--- config.mk ---
export PLATFORM = sky130hd
export DESIGN_NAME = veda_mem
export DESIGN_NICKNAME = d
export VERILOG_FILES = /design/src/rtl/veda_pkg.sv /design/src/rtl/veda_sweeper.sv /design/src/rtl/veda_mem.sv
export SDC_FILE = /design/constraint.sdc
export NUM_CORES = 1
export LEC_CHECK = 0
export BUFFER_PORTS_ARGS = -buffer_cell sky130_fd_sc_hd__buf_2
export CAP_MARGIN = 15
export CORE_MARGIN = 3
export CORE_UTILIZATION = 41
export DETAILED_ROUTE_END_ITERATION = 10
export SLEW_MARGIN = 0
export SYNTH_ARGS = -nofsm -noshare
export SYNTH_HDL_FRONTEND = slang
export SYNTH_SLANG_ARGS = --single-unit
--- constraint.sdc ---
create_clock -name clk -period 2.37 [get_ports clk]
set_input_delay 0.3555 -clock clk [delete_from_list [all_inputs] [get_ports clk]]
set_output_delay 0.3555 -clock clk [all_outputs]
set_load 0.05 [all_outputs]
--- src/rtl/veda_pkg.sv ---
// veda_pkg: shared opcodes, sweeper state encoding and the preload data set
// used by the veda_mem data memory. Preload data is selected with the
// VEDA_PRELOAD_EN macro (see veda_sweeper).
package veda_pkg;

  localparam logic [5:0] OP_SCRIBBLE = 6'b001110;
  localparam logic [5:0] OP_PEEK     = 6'b001111;
  localparam logic [5:0] OP_WIPE     = 6'b010000;

  localparam int unsigned PRELOAD_COUNT = 11;

  typedef enum logic [0:0] {
    SWEEP = 1'b0,
    IDLE  = 1'b1
  } state_t;

  // Test-program data set: cell i holds 10*(i+1) for the first PRELOAD_COUNT cells.
  function automatic logic [31:0] preload(input logic [31:0] idx);
    logic [31:0] v;
    if (idx < 32'(PRELOAD_COUNT)) begin
      v = (idx + 32'd1) * 32'd10;
    end else begin
      v = 32'd0;
    end
    return v;
  endfunction

endpackage

--- src/rtl/veda_sweeper.sv ---
// veda_sweeper: walks every cell of the array once after reset or a wipe,
// supplying address, data and write enable to the top-level write mux.
// Build option: VEDA_PRELOAD_EN selects the preload data set instead of zeros.
module veda_sweeper
  import veda_pkg::*;
#(
  parameter int DEPTH  = 32,
  parameter int DATA_W = 32,
  parameter int IDX_W  = 5
) (
  input  logic              clk,
  input  logic              rst,
  input  logic              i_start,
  output logic              o_busy,
  output logic              o_we,
  output logic [IDX_W-1:0]  o_addr,
  output logic [DATA_W-1:0] o_data
);

  localparam logic [IDX_W-1:0] LAST_IDX = IDX_W'(DEPTH - 1);

  state_t           r_state;
  logic [IDX_W-1:0] r_ptr;
  logic             r_busy;

  // Sweep FSM: reset and wipe restart at cell 0; the edge writing the last cell returns to IDLE.
  always_ff @(posedge clk) begin
    if (rst) begin
      r_state <= SWEEP;
      r_ptr   <= '0;
      r_busy  <= 1'b1;
    end else begin
      case (r_state)
        SWEEP: begin
          if (r_ptr == LAST_IDX) begin
            r_state <= IDLE;
            r_ptr   <= '0;
            r_busy  <= 1'b0;
          end else begin
            r_ptr <= r_ptr + 1'b1;
          end
        end
        IDLE: begin
          if (i_start) begin
            r_state <= SWEEP;
            r_ptr   <= '0;
            r_busy  <= 1'b1;
          end
        end
        default: begin
          r_state <= SWEEP;
          r_ptr   <= '0;
          r_busy  <= 1'b1;
        end
      endcase
    end
  end

  // Sweep write port; suppressed while rst is high so reset edges never touch the array.
  always_comb begin
    o_busy = r_busy;
    o_we   = r_busy && !rst;
    o_addr = r_ptr;
`ifdef VEDA_PRELOAD_EN
    o_data = DATA_W'(preload(32'(r_ptr)));
`else
    o_data = '0;
`endif
  end

endmodule

--- src/rtl/veda_mem.sv ---
// veda_mem: DEPTH x DATA_W data memory for the sort core. Valid/ready request
// channel (write / read / wipe), one-deep registered read response with
// out-of-range error, and a hardware sweep that initialises the array.
// Build option: VEDA_PRELOAD_EN (sweep loads the test-program data set).
module veda_mem
  import veda_pkg::*;
#(
  parameter int DATA_W = 32,
  parameter int DEPTH  = 32,
  parameter int ADDR_W = $clog2(DEPTH) + 1
) (
  input  logic                clk,
  input  logic                rst,
  input  logic                req_valid,
  output logic                req_ready,
  input  logic [5:0]          req_op,
  input  logic [ADDR_W-1:0]   req_addr,
  input  logic [DATA_W-1:0]   req_wdata,
  input  logic [DATA_W/8-1:0] req_be,
  output logic                rsp_valid,
  input  logic                rsp_ready,
  output logic [DATA_W-1:0]   rsp_data,
  output logic                rsp_err,
  output logic                busy
);

  localparam int IDX_W = (DEPTH > 1) ? $clog2(DEPTH) : 1;
  localparam int BE_W  = DATA_W / 8;

  logic [DATA_W-1:0] r_mem [DEPTH];
  logic              r_rsp_valid;
  logic [DATA_W-1:0] r_rsp_data;
  logic              r_rsp_err;

  logic              w_busy;
  logic              w_sweep_we;
  logic [IDX_W-1:0]  w_sweep_addr;
  logic [DATA_W-1:0] w_sweep_data;
  logic              w_req_ready;
  logic              w_accept;
  logic              w_in_range;
  logic [IDX_W-1:0]  w_idx;
  logic              w_wr_en;
  logic              w_rd_en;
  logic              w_wipe;

  veda_sweeper #(
    .DEPTH  (DEPTH),
    .DATA_W (DATA_W),
    .IDX_W  (IDX_W)
  ) u_sweeper (
    .clk     (clk),
    .rst     (rst),
    .i_start (w_wipe),
    .o_busy  (w_busy),
    .o_we    (w_sweep_we),
    .o_addr  (w_sweep_addr),
    .o_data  (w_sweep_data)
  );

  // Request decode; a pending unconsumed response back-pressures the request channel.
  always_comb begin
    w_req_ready = !w_busy && (!r_rsp_valid || rsp_ready);
    w_accept    = req_valid && w_req_ready;
    w_in_range  = (req_addr < ADDR_W'(DEPTH));
    w_idx       = req_addr[IDX_W-1:0];
    w_wr_en     = w_accept && (req_op == OP_SCRIBBLE) && w_in_range;
    w_rd_en     = w_accept && (req_op == OP_PEEK);
    w_wipe      = w_accept && (req_op == OP_WIPE);
  end

  // Array write port: the sweep owns it while busy, otherwise byte-lane request writes.
  always_ff @(posedge clk) begin
    if (w_sweep_we) begin
      r_mem[w_sweep_addr] <= w_sweep_data;
    end else if (w_wr_en) begin
      for (int k = 0; k < BE_W; k++) begin
        if (req_be[k]) begin
          r_mem[w_idx][8*k +: 8] <= req_wdata[8*k +: 8];
        end
      end
    end
  end

  // Response register: loads on an accepted read, clears when consumed, otherwise holds.
  always_ff @(posedge clk) begin
    if (rst) begin
      r_rsp_valid <= 1'b0;
      r_rsp_data  <= '0;
      r_rsp_err   <= 1'b0;
    end else if (w_rd_en) begin
      r_rsp_valid <= 1'b1;
      if (w_in_range) begin
        r_rsp_data <= r_mem[w_idx];
        r_rsp_err  <= 1'b0;
      end else begin
        r_rsp_data <= '0;
        r_rsp_err  <= 1'b1;
      end
    end else if (rsp_ready) begin
      r_rsp_valid <= 1'b0;
    end
  end

  assign req_ready = w_req_ready;
  assign rsp_valid = r_rsp_valid;
  assign rsp_data  = r_rsp_data;
  assign rsp_err   = r_rsp_err;
  assign busy      = w_busy;

endmodule
# == Word-level counts from Yosys, hierarchy flattened ==
# Memories as Yosys holds them, arrays and structs flattened.
# Index checks and enable logic that the tools add are counted.
# op_classes
shift,0
n_lt_le_gt_ge,1
n_div,0
eq_ne,6
add_sub_neg,1
bitwise_logic,1
muxes,34
n_reduce_logical,14
mul,0
# op_table
operator,count
2-to-1 mux 32 bit,2
OR reduction 32 bit,1
2-to-1 mux 1 bit,25
2-to-1 mux 5 bit,3
== test 6 x 4 -> 1 bit (second input constant),2
one-hot mux 5 bit (2 select lines),1
logical AND 1 bit,7
== test 6 x 5 -> 1 bit (second input constant),1
less-than comparator 6 bit (second input constant),1
adder 5 x 1 -> 5 bit (second input constant),1
== test 5 bit (second input constant),1
2-to-1 mux 4 bit,1
inequality test 2 x 1 -> 1 bit (second input constant),2
one-hot mux 1 bit (2 select lines),2
logical NOT 1 bit,3
AND reduction 2 bit,1
nonzero test 2 bit,1
logical OR 1 bit,1
NOT 1 bit,1
# totals
romBits,0
reg_bits,41
mem_bits_rw,1024
latchBits,0
n_memories,1
elab_cells,64
out_inout_bits,36
inputBits,52
# mem_list
name,words,word_bits,read_ports,rd_clocked_by_memory_dff,write_ports,line_no,rtl
r_mem,32,32,1,0,1,veda_mem.sv:30,logic [DATA_W-1:0] r_mem [DEPTH];

# == Longest topological paths before layout ==
# Gate-level depths: netlist (run 1).
# logic_depth
ltp_word,11
depth_mapped,9
mapped_depth_nobuf,6

# == Hierarchy ==
# A second synthesis (run 1) with hierarchy kept.
# hier_totals
cells_unflattened,2067
hier_area_um2,41770.1
# by_module_without_submodules
mod,area_per_inst_um2,seq_area_each_um2,cells_per_inst,instances
veda_mem,41178.2,31430.1,1994,1
veda_sweeper,591.8,140.1,73,1

# == Worst setup path before layout (run 1) ==
# OpenSTA, ideal clock, no wires.
# synth_path
path_type,flip-flop to flip-flop
start,reg r_rsp_valid (netlist: rsp_valid)
end,"mem r_mem[0][0], enable pin"
stages_incl_launch_ff,8
slack_ns,-0.192
t_required_ns,2.000
setup_time_ns,0.370
arrival_time_ns,2.192
path_buffers,2
period_less_slack_ns,2.562
cell_sequence,dfxtp_1 nand2b_1 and3_1 clkbuf_1 and3_1 buf_4 mux2_2 nor2_1
# synth_between
elab_chain_cells,11
elab_cells_between_ends,21
cone_classes,mux: 14; reduce/logical: 7
# synth_rtl
element,line_no,rtl
"start, declared",veda_mem.sv:31,logic r_rsp_valid;
"start signal, assigned",veda_mem.sv:88,r_rsp_valid <= 1'b0;
"start signal, assigned",veda_mem.sv:92,r_rsp_valid <= 1'b1;
"start signal, assigned",veda_mem.sv:101,r_rsp_valid <= 1'b0;
logical NOT 1 bit (*),veda_mem.sv:63,w_req_ready = !w_busy && (!r_rsp_valid || rsp_ready);
logical OR 1 bit (*),veda_mem.sv:63,
logical AND 1 bit (*),veda_mem.sv:63,
logical AND 1 bit (*),veda_mem.sv:64,w_accept = req_valid && w_req_ready;
logical AND 1 bit (*) (2 in a row),veda_mem.sv:67,w_wr_en = w_accept && (req_op == OP_SCRIBBLE) && w_in_range;
2-to-1 mux 1 bit,veda_mem.sv:76,end else if (w_wr_en) begin
2-to-1 mux 1 bit,veda_mem.sv:74,if (w_sweep_we) begin
2-to-1 mux 1 bit (implied by the code),veda_mem.sv:79,r_mem[w_idx][8*k +: 8] <= req_wdata[8*k +: 8];
OR reduction 32 bit (no line),--,
2-to-1 mux 5 bit (no line) or 2-to-1 mux 4 bit (tied branches),--,
"end, declared",veda_mem.sv:30,
# Every way passes the cells marked *; elsewhere a longest branch is shown, timed or not.

# == Final worst setup path (run 1) ==
# layout_path
start,reg r_rsp_valid (netlist: rsp_valid)
end,"mem r_mem[23][27], enable pin"
# Same word-level chain as after synthesis.

==> results.py, run 1 <==
metrics = {
    "global_routing": {
        "overflow": 0,
        "gr-usage-all-layers": 0.192,
        "antenna_found_initial": 2,
        "grt_pass1_wl_mm": 151,
        "first_global_vias": 22344,
        "grt_max_degree": 73,
    },
    "final_layout": {
        "stdcell_count": 3898,
        "final_nets": 2507,
        "layout.core_utilization": 0.498,
        "area_growth_syn_to_layout_pct": 20.0,
        "n_fill_cell": 8168,
        "layout-drive-gt1-share": 0.350,
    },
    "place": {
        "gp_congestion": 0.849,
        "place_ws_ps": -634,
        "detailedPlacementHpwl_mm": 66.7,
        "dp.cells": 3699,
        "port-buffer-count": 87,
    },
    "synth": {
        "cells_taking_the_most_area_after_synthesis": "edfxtp_1, mux4_2, dfxtp_1",
        "most_used_flip_flop_cell_after_synthesis": "edfxtp_1",
        "synth_mux_area_frac": 0.156,
        "synth_xor_xnor_area_share": 0.000421,
        "synth.top_cell.area_share": 0.738,
        "net_count_synth": 2139,
        "synth_seq_area_share": 0.758,
        "synth_largest_area_cell": "edfxtp_1",
        "synthesis.area_per_instance_um2": 20.0,
        "fraction_of_the_mapped_netlist_area_in_compound_gates": 0.0217,
        "synthDistinctLibCells": 41,
        "synthesis.area_um2": 41600,
        "async_flop_share": 0,
        "synth.cells.most_frequent": "edfxtp_1, mux4_2, nor2_1",
        "post-synth-top-count-cell": "edfxtp_1",
        "yosys_register_bits": 1065,
        "synth-adder-area-share": 0.000601,
        "dominant_combinational_cell_family_by_area_after_synthesis": "multiplexers",
        "synth_edf_count": 1024,
        "synthesized_area_fraction_occupied_by_and_or_nand_nor_cells": 0.0494,
        "synth-warning-count": 0,
        "synthCells": 2085,
    },
    "worst_setup_path": {
        "worstSetupEndpointType": "register",
        "startpoint_type": "register",
        "critPathMaxFanout": 8,
        "critPathArrivalTime_ps": 2600,
        "setup.worst_path.class": "reg2reg",
        "timing.critical_path.required_ps": 2650,
    },
    "outcome": {
        "status": "complete, no violations",
    },
    "clocking": {
        "cts-hold-fix-buffers": 0,
        "cts_root_buffer": "clkbuf_16",
        "cts-root-to-sink-buffers": 3,
        "clk_pin_slew_worst_paths_ps": 60,
        "tritoncts": "built",
        "numClockSinks": 1065,
        "cts_made_buffers": 104,
        "clk_latency_ps": 660,
        "ctsHtreeMaxLevel": 3,
    },
    "power_and_ir_drop": {
        "power-per-cell-area_nw_per_um2": 766,
        "power.static_leakage_nw": 18.8,
        "power.ir.vdd_worst_v": 0.000500,
    },
    "floorplan": {
        "dieArea_um2": 105000,
        "placeable_core_region_um2": 100000,
        "ios": 88,
        "die_span_y_um": 325,
        "chipWidth_um": 325,
        "initial_utilization": 0.415,
        "placementRows": 116,
    },
    "min_path": {
        "hold_class": "in2reg",
    },
    "sta": {
        "rsz0062_at_grt": "true",
        "max_freq_ghz": 0.430,
        "slew_viol_final": 0,
        "fin_skew_ps": 17.0,
        "shortest_period_the_worst_path_allows_ps": 2320,
        "hold_violations": 0,
        "max_slew.worst_pin.slew_ps": 915,
        "maxSlewHeadroom": 0.389,
        "timing.final.setup_violations": 0,
        "period_share": 0.981,
        "fin_ws_ps": 45.9,
    },
    "job": {
        "cap_violations": 0,
    },
    "detailed_routing": {
        "vias_per_cell": 5.63,
        "drc_errors": 0,
        "avgRoutedWirePerCell_um": 26.4,
        "drt_first_iter_violations": 2092,
        "wl_mm": 103,
        "firstDrtPassIters": 5,
        "drt_antenna_net_count": 0,
        "routed-via-count": 21927,
    },
}
[area by class of cell]
| type | instances | area, µm² | area share |
|---|---|---|---|
| Clock inverter | 58 | 568 | 0.0114 |
| Timing Repair Buffer | 389 | 3440 | 0.0688 |
| Multi-Input combinational cell | 888 | 9810 | 0.196 |
| Tap cell | 1357 | 1700 | 0.0340 |
| Antenna cell | 1 | 2.50 | 0.0000501 |
| Inverter | 5 | 18.8 | 0.000375 |
| Sequential cell | 1065 | 31600 | 0.632 |
| Clock buffer | 135 | 2880 | 0.0577 |
[registers in the layout (all words and copies together), names as in the netlist]
register,count
r_mem,1024
rsp_data,32
rsp_valid,1
u_sweeper.r_state,1
rsp_err,1
u_sweeper.o_addr,5
u_sweeper.o_busy,1
[power breakdown]
group	total, mW	switching, mW	leakage, nW	internal, mW
clock network	16.6	6.84	1.71	9.74
registers	20.5	0.0377	11.9	20.4
logic	1.25	0.720	5.20	0.530
total	38.3	7.59	18.8	30.7
[final timing paths]
check | start | end | slack (ps) | depth (start not counted)
hold / removal | rst | rsp_valid | 100 | 3
setup / recovery | rsp_valid | r_mem[23][27] | 50 | 8
setup reg to reg | rsp_valid | r_mem[23][27] | 50 | 8
hold reg to reg | rsp_err | rsp_err | 480 | 2
[placed cells by master (no fill, tap or decap), types with 49 or more instances in the layout]
cell and n:
buf_2 84, clkbuf_16 107, mux4_2 256, buf_12 54
edfxtp_1 1024, buf_4 239, mux2i_1 69, a22oi_1 64
nor2_1 83, nand3_1 49, nand2_1 74
[worst max-delay path, stage by stage (launching register included)]
cell and delay, ps:
dfxtp_2 320, nand2b_1 100, nand4_1 190, buf_6 200
o31ai_1 220, buf_4 160, o21ai_1 100, buf_12 170
nor2_2 480
[repair_timing]
item / in CTS / in global routing
buffers inserted: 0 / 5
pin swaps: 0 / 1
setup endpoints to repair: 532 / 525
gates resized for setup: 54 / 29
[routing by layer]
metal | vias up | global-route usage | routed length [µm]
li1 | 9341 | - | -
met4 | 0 | 0.0537 | 2480
met2 | 870 | 0.306 | 49000
met3 | 154 | 0.0339 | 7610
met5 | - | 0 | 0
met1 | 11562 | 0.276 | 43700
[kinds of logic (layout without fill, tap and decap cells)]
kind of cell | count (synthesis) | after routing
flops | 1065 | 1065
simple gates | 417 | 417
mux | 328 | 328
compound gates | 139 | 139
buf+inv | 132 | 587
fa+ha+maj | 2 | 2
xor+xnor | 2 | 2
other cells | 0 | 1
[stage by stage]
| step | area (µm²) | setup TNS, ps | hold slack, ps | total power [mW] |
|---|---|---|---|---|
| 2_1_floorplan | 41700 | 0 | 481 | 21.6 |
| 3_3_place_gp | 46200 | -302550 | 453 | 22.1 |
| 3_5_place_dp | 46200 | -341980 | 464 | 22.1 |
| 4_1_cts | 49800 | 0 | 49.6 | 38.6 |
| 5_1_grt | 50000 | -618 | 92.8 | 39.4 |
| 6_report | 50000 | 0 | 96.0 | 38.3 |
Note: power is estimated with default switching activity, not from simulation.
==> run 2, diff against run 1 <==
CELL_PAD_IN_SITES_DETAIL_PLACEMENT = 0   (was default)
CELL_PAD_IN_SITES_GLOBAL_PLACEMENT = 1   (was default)
PLACE_DENSITY_LB_ADDON = 0.1   (was default)
==> run 2 against run 1 <==
Compared with the run above: sequential share of layout area decreased by 0.36 points; wire length increased by 4.5%; via count shrank 2.5%; non-clock buffer count down 44; highest routed layer unchanged; worst hold slack worse by 26 ps; design area is 0.57% higher; die area is the same; first-iteration DRC count shrank 7.6%; flip-flop and latch count stayed put; critical endpoint is now r_mem[10][31]; count of clock-buffer cells in the layout up 1; largest power group unchanged; global-route usage up 1.2 points; setup slack lost 11 ps.
==> results.py, run 2 (synthesis gave the netlist of run 1 again) <==
metrics = {
    "detailed_routing": {
        "wl_mm": 107,
        "avgRoutedWirePerCell_um": 27.8,
        "routed-via-count": 21382,
        "wirelength_met1_mm": 47.1,
        "top_layer_used": "met4",
        "dr_wl_met3_mm": 5.18,
        "firstDrtPassIters": 5,
        "dr_wl_met2_mm": 52.6,
        "drt_antenna_net_count": 0,
        "drt_first_iter_violations": 1933,
        "vias_per_cell": 5.53,
        "drc_errors": 0,
    },
    "floorplan": {
        "chipWidth_um": 325,
        "initial_utilization": 0.415,
        "die_span_y_um": 325,
        "dieArea_um2": 105000,
        "placementRows": 116,
        "placeable_core_region_um2": 100000,
        "ios": 88,
    },
    "clocking": {
        "cts-hold-fix-buffers": 0,
        "clk_pin_slew_worst_paths_ps": 60,
        "cts-root-to-sink-buffers": 3,
        "ctsHtreeMaxLevel": 3,
        "cts_root_buffer": "clkbuf_16",
        "clk_latency_ps": 680,
        "numClockSinks": 1065,
        "cts_made_buffers": 111,
        "tritoncts": "built",
    },
    "worst_setup_path": {
        "critPathMaxFanout": 8,
        "worst_r2r_endpoint": "r_mem[10][31]",
        "timing.critical_path.required_ps": 2680,
        "worst_path_buf_inv": 2,
        "timing.critical_path.mode_cell": "buf_4",
        "worst_path_dominant_cell_family": "simple AND/OR/NAND/NOR gates",
        "worstSetupEndpointType": "register",
        "crit_chain": "nand2b_4 > nand4_1 > buf_4 > o31ai_1 > buf_4 > nand3_2 > nor2_1",
        "worst_path_largest_cell_delay_ps": 640,
        "regToRegSetupSlack_ps": 30,
        "reg2reg_from": "rsp_valid",
        "startpoint_type": "register",
        "rr_worst_depth": 7,
        "setup.worst_path.class": "reg2reg",
        "slowest_stage": "nor2_1",
        "critPathArrivalTime_ps": 2640,
    },
    "min_path": {
        "whs_endpoint": "rsp_valid",
        "hold_class": "in2reg",
        "min_from": "rst",
        "hold_depth": 3,
    },
    "global_routing": {
        "grt_pass1_wl_mm": 158,
        "first_global_vias": 22479,
        "overflow": 0,
        "grt_max_degree": 72,
        "gr-usage-all-layers": 0.205,
        "antenna_found_initial": 2,
    },
    "final_layout": {
        "area.sequential_um2": 31600,
        "multiInputGateArea_um2": 9960,
        "top_register": "r_mem",
        "n_fill_cell": 8231,
        "layout_commonest_cell": "edfxtp_1",
        "post-route-cell-area_um2": 50300,
        "largest_reg_flops": 1024,
        "final_nets": 2470,
        "layout-drive-gt1-share": 0.353,
        "area_growth_syn_to_layout_pct": 20.7,
        "mostFrequentLayoutCells": "edfxtp_1, mux4_2, buf_4, clkbuf_16, buf_2",
    },
    "sta": {
        "timing.final.setup_violations": 0,
        "maxSlewHeadroom": 0.272,
        "slew_viol_final": 0,
        "fin_skew_ps": 21.2,
        "hold_violations": 0,
        "shortest_period_the_worst_path_allows_ps": 2340,
        "rsz0062_at_grt": "true",
        "max_slew.worst_pin.slew_ps": 1090,
        "max_freq_ghz": 0.428,
        "fin_ws_ps": 34.7,
        "period_share": 0.985,
    },
    "power_and_ir_drop": {
        "clock_power_share": 0.445,
        "power.static_leakage_nw": 18.8,
        "power.net_switching_mw": 7.97,
        "pwr-share-comb": 0.034,
        "seq_power_share": 0.521,
        "internal_power_mw": 31.3,
        "power.ir.vdd_worst_v": 0.000537,
        "p_sw_frac": 0.203,
        "power-per-cell-area_nw_per_um2": 780,
    },
    "place": {
        "gp_congestion": 0.809,
        "place_ws_ps": -900,
        "placedInstanceArea_um2": 46100,
        "detailedPlacementHpwl_mm": 69.5,
        "port-buffer-count": 87,
    },
    "outcome": {
        "status": "complete, no violations",
    },
    "job": {
        "cap_violations": 0,
    },
}
run 2: per-layer routing:
layer	vias to the layer above	global-route usage
li1	9302	-
met4	0	0.0589
met2	580	0.333
met1	11355	0.291
met3	145	0.0294
met5	-	0
run 2: repair_timing:
action / CTS / global route
buffers inserted: 7 / 0
setup endpoints to repair: 760 / 208
pin swaps: 7 / 0
gates cloned: 0 / 0
resized for setup: 100 / 13
run 2: power by group through the flow:
stage	Clock, mW	Combinational, mW	Sequential, mW
after floorplan	0	0.726	20.8
after detailed placement	0	1.31	20.9
final	17.4	1.33	20.5
after CTS	17.8	1.34	20.5
after global routing	18.6	1.41	20.4
after global placement	0	1.30	20.8
run 2: worst max path at each step:
stage | depth (start not counted) | to | start
5_1_grt | 7 | r_mem[10][31] | rsp_valid
6_report | 7 | r_mem[10][31] | rsp_valid
3_3_place_gp | 8 | r_mem[21][28] | req_be[0]
3_5_place_dp | 8 | r_mem[21][28] | req_be[0]
4_1_cts | 7 | r_mem[10][31] | rsp_valid
2_1_floorplan | 5 | r_mem[1][0] | req_op[4]
run 2: worst register-to-register path, cell delays in order, from the launching register on:
cell and delay (ps):
dfxtp_2 330, nand2b_4 90, nand4_1 100, buf_4 200
o31ai_1 270, buf_4 180, nand3_2 150, nor2_1 640
run 2: area by class of cell:
class	instances	area share
inverters	5	0.000373
diodes	2	0.0000996
clock inverters	71	0.0145
flip-flops and latches	1065	0.628
well taps	1357	0.0338
repair buffers	345	0.0665
multi-input cells	888	0.198
clock buffers	136	0.0588
run 2: per-stage QoR:
stage,TNS (ps),power [mW],hold slack (ps),cells,utilization
floorplan,0,21.6,481,2085,-
detailed placement,-530460,22.2,479,3653,0.459
global placement,-528580,22.2,468,3653,0.459
global route,-1840,40.5,53.2,3867,0.500
CTS,-2320,39.6,18.7,3867,0.500
finish,0,39.2,69.9,3869,0.501
